--- config.mk ---
export PLATFORM = sky130hd
export DESIGN_NAME = avalon_dma_copy_flat
export DESIGN_NICKNAME = d
export VERILOG_FILES = /design/src/rtl/avalon_dma_pkg.sv /design/src/rtl/avalon_dma_copy_if.sv /design/src/rtl/avalon_dma_copy_fifo.sv /design/src/rtl/avalon_dma_copy.sv /design/src/flat_wrapper.sv
export SDC_FILE = /design/constraint.sdc
export NUM_CORES = 1
export LEC_CHECK = 0
export ABC_CLOCK_PERIOD_IN_PS = 4700
export CORE_MARGIN = 3
export CORE_UTILIZATION = 40
export CTS_CLUSTER_DIAMETER = 50
export DETAILED_ROUTE_END_ITERATION = 12
export DONT_BUFFER_PORTS = 1
export PLACE_DENSITY = 0.58
export SLEW_MARGIN = 30
export SYNTH_ARGS = -nofsm -noshare
export SYNTH_HDL_FRONTEND = slang
export SYNTH_HIERARCHICAL = 1
export SYNTH_SLANG_ARGS = --single-unit
--- constraint.sdc ---
create_clock -name clk -period 4.7 [get_ports clk]
set_clock_uncertainty 0.15 [all_clocks]
set_input_delay 0.94 -clock clk [delete_from_list [all_inputs] [get_ports clk]]
set_output_delay 0.94 -clock clk [all_outputs]
set_load 0.02 [all_outputs]
--- src/rtl/avalon_dma_pkg.sv ---
// Shared types, bus widths and address helpers for the Avalon-MM block-copy DMA.
package avalon_dma_pkg;

  localparam int AVM_AW     = 32;
  localparam int AVM_DW     = 32;
  localparam int WORD_BYTES = 4;

  typedef enum logic [1:0] {
    IDLE,
    RD,
    WR,
    DONE
  } dma_state_t;

  function automatic logic [AVM_AW-1:0] align_word(input logic [AVM_AW-1:0] a);
    return a & ~AVM_AW'(WORD_BYTES - 1);
  endfunction

  // base + WORD_BYTES*idx, wrapping modulo 2^AVM_AW
  function automatic logic [AVM_AW-1:0] word_addr(input logic [AVM_AW-1:0] base,
                                                  input logic [AVM_AW-1:0] idx);
    return base + idx * AVM_AW'(WORD_BYTES);
  endfunction

endpackage

--- src/rtl/avalon_dma_copy_if.sv ---
// Avalon-MM master/slave signal bundle between the copy engine and a memory slave.
interface avalon_dma_copy_if;
  import avalon_dma_pkg::*;

  logic [AVM_AW-1:0] avm_address;
  logic              avm_read;
  logic              avm_write;
  logic [AVM_DW-1:0] avm_writedata;
  logic [AVM_DW-1:0] avm_readdata;
  logic              avm_waitrequest;

  modport master (
    output avm_address, avm_read, avm_write, avm_writedata,
    input  avm_readdata, avm_waitrequest
  );

  modport slave (
    input  avm_address, avm_read, avm_write, avm_writedata,
    output avm_readdata, avm_waitrequest
  );

endinterface

--- src/rtl/avalon_dma_copy_fifo.sv ---
// Synchronous staging FIFO (power-of-two depth) holding one read burst for the copy engine.
module dma_fifo #(
  parameter int DEPTH = 4,
  parameter int WIDTH = 32
) (
  input  logic             clk,
  input  logic             rst_n,
  input  logic             push_i,
  input  logic [WIDTH-1:0] wdata_i,
  input  logic             pop_i,
  output logic [WIDTH-1:0] rdata_o,
  output logic             full_o,
  output logic             empty_o
);

  localparam int AW = (DEPTH > 1) ? $clog2(DEPTH) : 1;
  localparam logic [AW:0] FULL_CNT = DEPTH[AW:0];

  logic [WIDTH-1:0] mem_q [DEPTH];
  logic [AW-1:0]    wr_ptr_q;
  logic [AW-1:0]    rd_ptr_q;
  logic [AW:0]      cnt_q;

  always_ff @(posedge clk or negedge rst_n) begin
    if (!rst_n) begin
      wr_ptr_q <= '0;
      rd_ptr_q <= '0;
      cnt_q    <= '0;
    end else begin
      if (push_i) wr_ptr_q <= wr_ptr_q + AW'(1);
      if (pop_i)  rd_ptr_q <= rd_ptr_q + AW'(1);
      cnt_q <= cnt_q + {{AW{1'b0}}, push_i} - {{AW{1'b0}}, pop_i};
    end
  end

  always_ff @(posedge clk) begin
    if (push_i) mem_q[wr_ptr_q] <= wdata_i;
  end

  assign rdata_o = mem_q[rd_ptr_q];
  assign full_o  = (cnt_q == FULL_CNT);
  assign empty_o = (cnt_q == '0);

  a_no_push_when_full: assert property (@(posedge clk) disable iff (!rst_n) !(push_i && full_o));
  a_no_pop_when_empty: assert property (@(posedge clk) disable iff (!rst_n) !(pop_i && empty_o));

endmodule

--- src/rtl/avalon_dma_copy.sv ---
// Avalon-MM block copy master: bursts of up to BURST_LEN reads staged in a FIFO, then written out.
module avalon_dma_copy
  import avalon_dma_pkg::*;
#(
  parameter int BURST_LEN = 4,
  parameter int LEN_W     = 16
) (
  input  logic              clk,
  input  logic              reset_n,
  input  logic              start,
  input  logic [AVM_AW-1:0] src_addr,
  input  logic [AVM_AW-1:0] dst_addr,
  input  logic [LEN_W-1:0]  len_words,
  output logic              busy,
  output logic              done,
  avalon_dma_copy_if.master avm
);

  localparam int BCW = $clog2(BURST_LEN) + 1;

  dma_state_t        state_q, state_d;
  logic [AVM_AW-1:0] src_q, src_d;
  logic [AVM_AW-1:0] dst_q, dst_d;
  logic [LEN_W-1:0]  rem_q, rem_d;
  logic [LEN_W-1:0]  rd_idx_q, rd_idx_d;
  logic [LEN_W-1:0]  wr_idx_q, wr_idx_d;
  logic [BCW-1:0]    bcnt_q, bcnt_d;
  logic [AVM_AW-1:0] addr_q, addr_d;
  logic              read_q, read_d;
  logic              write_q, write_d;
  logic [AVM_DW-1:0] wdata_q, wdata_d;
  logic              busy_q, busy_d;
  logic              done_q, done_d;

  logic              fifo_push, fifo_pop, fifo_full, fifo_empty;
  logic [AVM_DW-1:0] fifo_rdata;
  logic              rd_acc, wr_acc, last_rd;
  logic [LEN_W-1:0]  rd_idx_nx, wr_idx_nx;

  dma_fifo #(
    .DEPTH (BURST_LEN),
    .WIDTH (AVM_DW)
  ) u_fifo (
    .clk     (clk),
    .rst_n   (reset_n),
    .push_i  (fifo_push),
    .wdata_i (avm.avm_readdata),
    .pop_i   (fifo_pop),
    .rdata_o (fifo_rdata),
    .full_o  (fifo_full),
    .empty_o (fifo_empty)
  );

  assign rd_acc    = read_q  & ~avm.avm_waitrequest;
  assign wr_acc    = write_q & ~avm.avm_waitrequest;
  assign last_rd   = (bcnt_q == BCW'(BURST_LEN - 1)) || (rem_q == LEN_W'(1));
  assign rd_idx_nx = rd_idx_q + LEN_W'(1);
  assign wr_idx_nx = wr_idx_q + LEN_W'(1);

  always_ff @(posedge clk or negedge reset_n) begin
    if (!reset_n) begin
      state_q  <= IDLE;
      src_q    <= '0;
      dst_q    <= '0;
      rem_q    <= '0;
      rd_idx_q <= '0;
      wr_idx_q <= '0;
      bcnt_q   <= '0;
      addr_q   <= '0;
      read_q   <= 1'b0;
      write_q  <= 1'b0;
      wdata_q  <= '0;
      busy_q   <= 1'b0;
      done_q   <= 1'b0;
    end else begin
      state_q  <= state_d;
      src_q    <= src_d;
      dst_q    <= dst_d;
      rem_q    <= rem_d;
      rd_idx_q <= rd_idx_d;
      wr_idx_q <= wr_idx_d;
      bcnt_q   <= bcnt_d;
      addr_q   <= addr_d;
      read_q   <= read_d;
      write_q  <= write_d;
      wdata_q  <= wdata_d;
      busy_q   <= busy_d;
      done_q   <= done_d;
    end
  end

  // The write-data register is the head of the staging buffer: a word leaves the FIFO when it
  // is loaded there, so the final read of a 1-word burst bypasses the FIFO entirely.
  always_comb begin
    state_d   = state_q;
    src_d     = src_q;
    dst_d     = dst_q;
    rem_d     = rem_q;
    rd_idx_d  = rd_idx_q;
    wr_idx_d  = wr_idx_q;
    bcnt_d    = bcnt_q;
    addr_d    = addr_q;
    read_d    = read_q;
    write_d   = write_q;
    wdata_d   = wdata_q;
    busy_d    = busy_q;
    done_d    = done_q;
    fifo_push = 1'b0;
    fifo_pop  = 1'b0;

    case (state_q)
      IDLE: begin
        if (start) begin
          src_d    = align_word(src_addr);
          dst_d    = align_word(dst_addr);
          rem_d    = len_words;
          rd_idx_d = '0;
          wr_idx_d = '0;
          bcnt_d   = '0;
          if (len_words == '0) begin
            state_d = DONE;
            done_d  = 1'b1;
          end else begin
            state_d = RD;
            busy_d  = 1'b1;
            read_d  = 1'b1;
            addr_d  = align_word(src_addr);
          end
        end
      end

      RD: begin
        if (rd_acc) begin
          rd_idx_d = rd_idx_nx;
          rem_d    = rem_q - LEN_W'(1);
          if (last_rd) begin
            state_d = WR;
            read_d  = 1'b0;
            write_d = 1'b1;
            bcnt_d  = '0;
            addr_d  = word_addr(dst_q, AVM_AW'(wr_idx_q));
            if (fifo_empty) begin
              wdata_d = avm.avm_readdata;
            end else begin
              wdata_d   = fifo_rdata;
              fifo_pop  = 1'b1;
              fifo_push = 1'b1;
            end
          end else begin
            bcnt_d    = bcnt_q + BCW'(1);
            fifo_push = 1'b1;
            addr_d    = word_addr(src_q, AVM_AW'(rd_idx_nx));
          end
        end
      end

      WR: begin
        if (wr_acc) begin
          wr_idx_d = wr_idx_nx;
          if (!fifo_empty) begin
            wdata_d  = fifo_rdata;
            fifo_pop = 1'b1;
            addr_d   = word_addr(dst_q, AVM_AW'(wr_idx_nx));
          end else if (rem_q != '0) begin
            state_d = RD;
            write_d = 1'b0;
            read_d  = 1'b1;
            addr_d  = word_addr(src_q, AVM_AW'(rd_idx_q));
          end else begin
            state_d = DONE;
            write_d = 1'b0;
            busy_d  = 1'b0;
            done_d  = 1'b1;
          end
        end
      end

      DONE: begin
        state_d = IDLE;
        done_d  = 1'b0;
      end

      default: state_d = IDLE;
    endcase
  end

  assign avm.avm_address   = addr_q;
  assign avm.avm_read      = read_q;
  assign avm.avm_write     = write_q;
  assign avm.avm_writedata = wdata_q;
  assign busy              = busy_q;
  assign done              = done_q;

  a_rd_has_room:   assert property (@(posedge clk) disable iff (!reset_n) (state_q == RD) |-> !fifo_full);
  a_cmd_exclusive: assert property (@(posedge clk) disable iff (!reset_n) !(read_q && write_q));

endmodule

--- src/flat_wrapper.sv ---
// flat-port wrapper written by rule: the top's interface ports become plain ports
module avalon_dma_copy_flat import avalon_dma_pkg::*;
#(
  parameter int BURST_LEN = 4,
  parameter int LEN_W     = 16
)
  (clk, reset_n, start, src_addr, dst_addr, len_words, busy, done, avm_avm_address, avm_avm_read, avm_avm_write, avm_avm_writedata, avm_avm_readdata, avm_avm_waitrequest);
  avalon_dma_copy_if avm_i ();
  input  logic clk;
  input  logic reset_n;
  input  logic start;
  input  logic [AVM_AW-1:0] src_addr;
  input  logic [AVM_AW-1:0] dst_addr;
  input  logic [LEN_W-1:0] len_words;
  output logic busy;
  output logic done;
  output wire logic [$bits(avm_i.avm_address)-1:0] avm_avm_address;
  output wire logic [$bits(avm_i.avm_read)-1:0] avm_avm_read;
  output wire logic [$bits(avm_i.avm_write)-1:0] avm_avm_write;
  output wire logic [$bits(avm_i.avm_writedata)-1:0] avm_avm_writedata;
  input wire logic [$bits(avm_i.avm_readdata)-1:0] avm_avm_readdata;
  input wire logic [$bits(avm_i.avm_waitrequest)-1:0] avm_avm_waitrequest;
  assign avm_avm_address = avm_i.avm_address;
  assign avm_avm_read = avm_i.avm_read;
  assign avm_avm_write = avm_i.avm_write;
  assign avm_avm_writedata = avm_i.avm_writedata;
  assign avm_i.avm_readdata = avm_avm_readdata;
  assign avm_i.avm_waitrequest = avm_avm_waitrequest;
  avalon_dma_copy #(.BURST_LEN(BURST_LEN), .LEN_W(LEN_W)) u_core (.clk(clk), .reset_n(reset_n), .start(start), .src_addr(src_addr), .dst_addr(dst_addr), .len_words(len_words), .busy(busy), .done(done), .avm(avm_i));
endmodule
==> results of run 1 <==
where the power goes:
part	internal, uW	switching (uW)	leakage [uW]
clock	1990	1400	0.000727
sequential	3630	1280	0.00345
combinational	2260	3110	0.00392
total	7880	5790	0.00809
state kept, by name, indices dropped and copies added, names as in the netlist, 3 cells and up:
| register | cells |
|---|---|
| u_core/avm.avm_address | 30 |
| u_core/avm.avm_writedata | 32 |
| u_core/bcnt_q | 3 |
| u_core/dst_q | 30 |
| u_core/rd_idx_q | 16 |
| u_core/rem_q | 16 |
| u_core/src_q | 30 |
| u_core/u_fifo/cnt_q | 3 |
| u_core/u_fifo/mem_q | 128 |
| u_core/wr_idx_q | 16 |
cell usage in the layout, fill, tap and decap left out, drive strengths merged, types with 16 or more instances in the layout:
master / count
a211oi: 22
a21o: 23
a21oi: 125
and2: 19
and3: 18
buf: 27
clkbuf: 53
clkinv: 16
dfrtp: 186
edfxtp: 128
ha: 88
inv: 49
mux2: 60
mux2i: 41
mux4: 32
nand2: 204
nand3: 39
nand4: 21
nor2: 117
nor2b: 17
nor3: 25
o211ai: 16
o21ai: 168
o31ai: 17
xnor2: 59
xor2: 54
cell type report:
class | count | area [um^2] | area share [%]
clock buffer | 53 | 1160 | 5.59
clock inverter | 31 | 349 | 1.69
inverter | 39 | 146 | 0.708
multi-input combinational | 1339 | 9560 | 46.3
sequential | 314 | 8500 | 41.1
tap | 600 | 751 | 3.63
timing repair buffer | 27 | 203 | 0.981
layer usage:
metal / vias up / global-route usage [%] / part of all wire [%]
met4: 0 / 7.18 / 3.1
met1: 6855 / 28.6 / 44
met3: 96 / 5.43 / 7.2
met5: - / 0 / 0
met2: 393 / 32.8 / 45
li1: 6572 / - / -
worst max-delay path: stages (launching register included):
cell and delay [ns]:
dfrtp_1 0.48, ha_1 0.27, and3_1 0.21, and3_2 0.23
and3_1 0.26, and3_1 0.27, and3_4 0.23, nand3_1 0.09
xnor2_1 0.27, ha_1 0.33, a21oi_1 0.18, and2_1 0.19
nor2b_1 0.19, a21oi_1 0.09, buf_4 0.19, nand3_1 0.10
xnor2_1 0.07, a221oi_1 0.31, a31oi_1 0.12
metrics by stage:
step / area, um^2 / power [uW] / hold WS, ns / setup slack (ns) / cells
after floorplan: 18600 / 8840 / 0.313 / 0.868 / 1787
after global placement: 19200 / 10200 / 0.333 / 0.421 / 2319
after detailed placement: 19200 / 10300 / 0.353 / 0.396 / 2319
after CTS: 20700 / 13800 / -0.126 / 0.365 / 2403
after global routing: 20700 / 14600 / -0.131 / 0.0222 / 2403
final: 20700 / 13700 / -0.0914 / 0.359 / 2403
worst paths after layout:
kind	endpoint	cells past startpoint	startpoint	slack [ns]
max in group asynchronous	u_core/dst_q[30]	0	reset_n	4.23
hold / removal	u_core/dst_q[2]	0	reset_n	-0.09
setup reg to reg	u_core/avm.avm_address[25]	18	u_core/rd_idx_q[1]	0.36
hold reg to reg	u_core/bcnt_q[1]	1	u_core/bcnt_q[1]	0.36
min in group clk	u_core/u_fifo/mem_q[0][8]	0	avm_avm_readdata[8]	0.29
setup / recovery	u_core/avm.avm_address[25]	18	u_core/rd_idx_q[1]	0.36
repair_timing:
| action | in CTS | in global routing |
|---|---|---|
| endpoints found under the hold margin | 186 | 186 |
| resized for setup | 0 | 1 |
| setup endpoints to repair | 0 | 1 |
==> impl_results.md, run 1 <==
- Status: complete, but fails checks
- Failing checks: hold timing
- Total die area: 0.0492 mm^2
- Worst skew pair latency: 0.59 ns
- CTS buffer count: 45
- Area growth syn-to-layout: 10.9%
- Worst vdd ir: 0.000387 V
- RSZ-0062 raised after global routing: no
- DPL Wire Length: 36100 um
- Final Max Slew Viols: 0
- Min Clock Period, post-route: 4.34 ns
- Setup TNS: 0 ns
- Core area: 0.0457 mm^2
- Gr ovfl total: 0
- # Post-CTS Setup Buffers: 0
- PortBufs: 0
- Clock Path Buffers: 3
- Crit path DAT: 4.65 ns
- Row count: 78
- Final setup fails: 0
- DRT Wirelength: 51700 um
- Routed Antenna Nets: 0
- Vias: 13916
- Core Util, Final: 45.2%
- Fmax: 0.230 GHz
- Die H: 222 um
- CP Capture Type: flip-flop
- Root buffer cell: clkbuf_16
- WP data required: 5.01 ns
- YS warnings: 6
- DRT iter0 DRCs: 1151
- Final Hold Slack: -0.0914 ns
- Largest net degree at the start of global routing: 187
- Period utilization: 92.4%
- H-tree levels: 2
- Ant. Diodes: 0
- All-Layer GR Usage: 21.0%
- # fillers: 4362
- I/O pin cnt: 184
- Post-Synthesis Cells: 1786
- Clock Pin Slew Worst Setup and Hold Paths: 0.06 ns
- Max-cap violations: 0
- Routability Congestion: 0.897
- Routed WL per cell: 21.5 um
- Die Width: 222 um
- Clk sinks: 314
- Cell leakage power: 0.00809 uW
- CTS tree: built
- Final Hold Fails: 186
- Antenna violations before repair: 0
- DR vias/cell: 5.79
- CP Max Fanout: 6
- NumNets Final: 1975
- Power Density: 662 mW/mm^2
- Worst Hold Class: in2async
- Vias in the first global route: 13738
- Measured slew at the worst slew-check pin: 0.917 ns
- Max-slew headroom: 38.7%
- Initial Utilization: 40.8%
- Synthesized cell area: 0.0186 mm^2
- Global-route wire length before repair: 82000 um
- Startpoint Class: flip-flop
- First-pass iteration count of the detailed router: 5
- DRC: 0
- Average size of a mapped cell: 10.4 um^2
- Share of cells above drive strength 1: 12.1%
- Worst Setup Path Type: reg2reg
Note: power is estimated with default switching activity, not from simulation.
==> inputs of run 2 (changes only) <==
--- a/config.mk
+++ b/config.mk
@@ -6,14 +6,15 @@
 export NUM_CORES = 1
 export LEC_CHECK = 0
 export ABC_CLOCK_PERIOD_IN_PS = 4700
+export CELL_PAD_IN_SITES_DETAIL_PLACEMENT = 0
+export CELL_PAD_IN_SITES_GLOBAL_PLACEMENT = 1
 export CORE_MARGIN = 3
 export CORE_UTILIZATION = 40
 export CTS_CLUSTER_DIAMETER = 50
 export DETAILED_ROUTE_END_ITERATION = 12
 export DONT_BUFFER_PORTS = 1
-export PLACE_DENSITY = 0.58
+export PLACE_DENSITY = 0.7
 export SLEW_MARGIN = 30
 export SYNTH_ARGS = -nofsm -noshare
 export SYNTH_HDL_FRONTEND = slang
-export SYNTH_HIERARCHICAL = 1
 export SYNTH_SLANG_ARGS = --single-unit
==> run 2 against run 1 <==
The flow still finishes with violations (hold timing). Non-clock buffer count is 4 higher. Hold slack better by 0.024 ns. Sequential cell count did not move. Sequential power shrank 42%. Register-to-register slack worse by 0.14 ns. Total power fell by 55%. Critical endpoint is now u_core.avm.avm_address[25].
==> impl_results.md, run 2 <==
- Max-cap violations: 0
- Switching pwr: 1300 uW
- Most instantiated library cell after synthesis: dfrtp_1
- Worst vdd ir: 0.000233 V
- Min Clock Period, post-route: 4.48 ns
- WP data required: 5.01 ns
- Worst skew pair latency: 0.57 ns
- Reg power frac: 46.8%
- Total die area: 0.0493 mm^2
- YS warnings: 0
- Fmax: 0.223 GHz
- Complex-gate fraction of the synthesized area: 17.0%
- Power Density: 295 mW/mm^2
- Final Max Slew Viols: 0
- Register bit total from synthesis: 314
- Clock Path Buffers: 3
- Core area: 0.0458 mm^2
- Status: complete, but fails checks
- Cell leakage power: 0.00840 uW
- Worst R2R End: u_core.avm.avm_address[25]
- Clock power frac: 52.7%
- Die Width: 222 um
- # fillers: 4265
- Average size of a mapped cell: 10.5 um^2
- PortBufs: 0
- Period utilization: 95.4%
- Initial Utilization: 40.8%
- Area growth syn-to-layout: 11.2%
- Final Hold Slack: -0.0675 ns
- I/O pin cnt: 184
- Commonest non-fill, non-tap cell in the layout: dfrtp_1
- Startpoint Class: flip-flop
- Simple-Gate Fraction of Synth Area: 12.3%
- Gate power share: 0.5%
- R2R cell count: 18
- R2r startpoint: u_core.wr_idx_q[0]
- All-Layer GR Usage: 21.5%
- Highest-count cells in the layout ignoring fill and taps: 182 x dfrtp_1, 165 x nand2_1, 141 x o21ai_0, 128 x edfxtp_1, 127 x nor2_1
- Synth area leader: dfrtp_1
- Row count: 78
- Post-synthesis adder-cell area fraction: 6.57%
- RSZ-0062 raised after global routing: no
- EDFF count, synth: 128
- Routed WL per cell: 22.2 um
- Top cells by area, synth: dfrtp_1 25%, edfxtp_1 21%, ha_1 6.0%
- Setup TNS: 0 ns
- Core Util, Final: 45.3%
- Root buffer cell: clkbuf_16
- Measured slew at the worst slew-check pin: 0.944 ns
- Max-slew headroom: 37.1%
- Largest net degree at the start of global routing: 187
- DRT iter0 DRCs: 966
- First-pass iteration count of the detailed router: 5
- H-tree levels: 2
- Final setup fails: 0
- CTS tree: built
- DRT Wirelength: 53400 um
- Clock Pin Slew Worst Setup and Hold Paths: 0.06 ns
- Switching share of total power: 21.3%
- Top_reg_cell synth: dfrtp_1
- Setup crit start: u_core.wr_idx_q[0]
- Area after DPL: 0.0193 mm^2
- DR vias/cell: 5.82
- Post-synthesis async set-or-reset flop share: 59.2%
- Largest family of logic cells by synthesized area: compound AO/OA/AOI/OAI gates
- CP Capture Type: flip-flop
- Vias: 14012
- # Post-CTS Setup Buffers: 0
- Synthesized cell area: 0.0187 mm^2
- Synth cell count leaders: 186 x dfrtp_1, 166 x nand2_1, 141 x o21ai_0
- Final Cell Area: 0.0207 mm^2
- Worst Setup Path Type: reg2reg
- Routed Antenna Nets: 0
- Routability Congestion: 0.902
- CTS buffer count: 43
- DPL Wire Length: 37800 um
- Post-synth top area share: 24.9%
- Setup slack, reg-to-reg: 0.22 ns
- Vias in the first global route: 13876
- NumNets Final: 1979
- Int Power: 4810 uW
- Share of cells above drive strength 1: 14.1%
- Placed cells: 2323
- Gr ovfl total: 0
- Worst Hold Class: in2async
- Post-Synthesis Cells: 1781
- Crit path DAT: 4.79 ns
- Register name with the most flops: u_core.u_fifo.mem_q
- Final Hold Fails: 94
- Die H: 222 um
- Failing checks: hold timing
- CP Max Fanout: 7
- Distinct cells, synth: 87
- Post-synthesis mux area share: 9.74%
- Global-route wire length before repair: 83200 um
- Post-synthesis sequential area ratio: 45.5%
- Xor and xnor area share after synthesis: 5.44%
- Antenna violations before repair: 5
- Max reg flops: 128
- Clk sinks: 314
- Post-Layout Cell Count: 2408
- DRC: 0
run 2: how the worst max path moves through the flow:
stage          cells past startpoint                          to  slack (ns)
6_report                          18  u_core.avm.avm_address[25]        0.22
5_1_grt                           17  u_core.avm.avm_address[23]       0.003
4_1_cts                           17  u_core.avm.avm_address[20]        0.17
3_5_place_dp                      17  u_core.avm.avm_address[20]        0.17
3_3_place_gp                      17  u_core.avm.avm_address[20]        0.28
2_1_floorplan                     19  u_core.avm.avm_address[25]        0.57
run 2: area by class of cell:
class	instances	area [um^2]	share of cell area (%)
multi-input combinational	1325	9600	46.3
timing repair buffer	31	245	1.18
clock buffer	61	1210	5.85
inverter	53	199	0.959
antenna	5	12.5	0.0603
tap	600	751	3.62
clock inverter	19	214	1.03
sequential	314	8510	41.0
run 2: layer usage:
metal	up-vias	share of wire [%]	wire [um]	track usage [%]
met1	6951	45	24200	29.7
met3	86	6.4	3410	4.94
li1	6584	-	-	-
met4	4	2.5	1330	6.13
met5	-	0.060	32	0
met2	387	46	24400	33.9
run 2: cells by family (layout without fill, tap and decap cells):
kind of cell             after synthesis  after routing
AND/OR/NAND/NOR                      485            485
AO/OA/AOI/OAI                        493            493
adder cells (fa/ha/maj)               95             95
XOR/XNOR                             116            116
buffers and inverters                143            164
flip-flops                           314            314
other                                  1              7
multiplexers                         134            134
run 2: power by group through the flow:
stage	combinational, uW	sequential (uW)	clock (uW)
floorplan	21.5	2920	0
global placement	28.5	2910	0
detailed placement	29.0	2910	0
CTS	29.2	2860	3310
global route	33.2	2860	3430
finish	29.7	2860	3220
run 2: what timing repair did:
item                                    4_1_cts  5_1_grt
gates resized for setup                       0        7
endpoints found under the setup margin        0       10
endpoints found under the hold margin       186      186
run 2: worst max-delay path, cell delays in order, from the launching register on:
cell       delay, ns
dfrtp_1         0.35
ha_1            0.23
nand3_1         0.14
nor2_1          0.17
and3_1          0.26
and3_1          0.25
and3_1          0.25
nand3_1         0.11
xnor2_1         0.24
ha_1            0.36
a21oi_1         0.17
o21ai_1         0.10
a21o_1          0.18
a31o_1          0.23
nor4b_1         0.16
a211o_1         0.30
a2111oi_0       0.43
buf_4           0.22
o2bb2ai_1       0.05
run 2: stage by stage:
stage,total power (uW),worst slack (ns)
after CTS,6200,0.171
after floorplan,2940,0.575
after global routing,6320,0.00304
final,6110,0.218
after global placement,2940,0.277
after detailed placement,2940,0.172
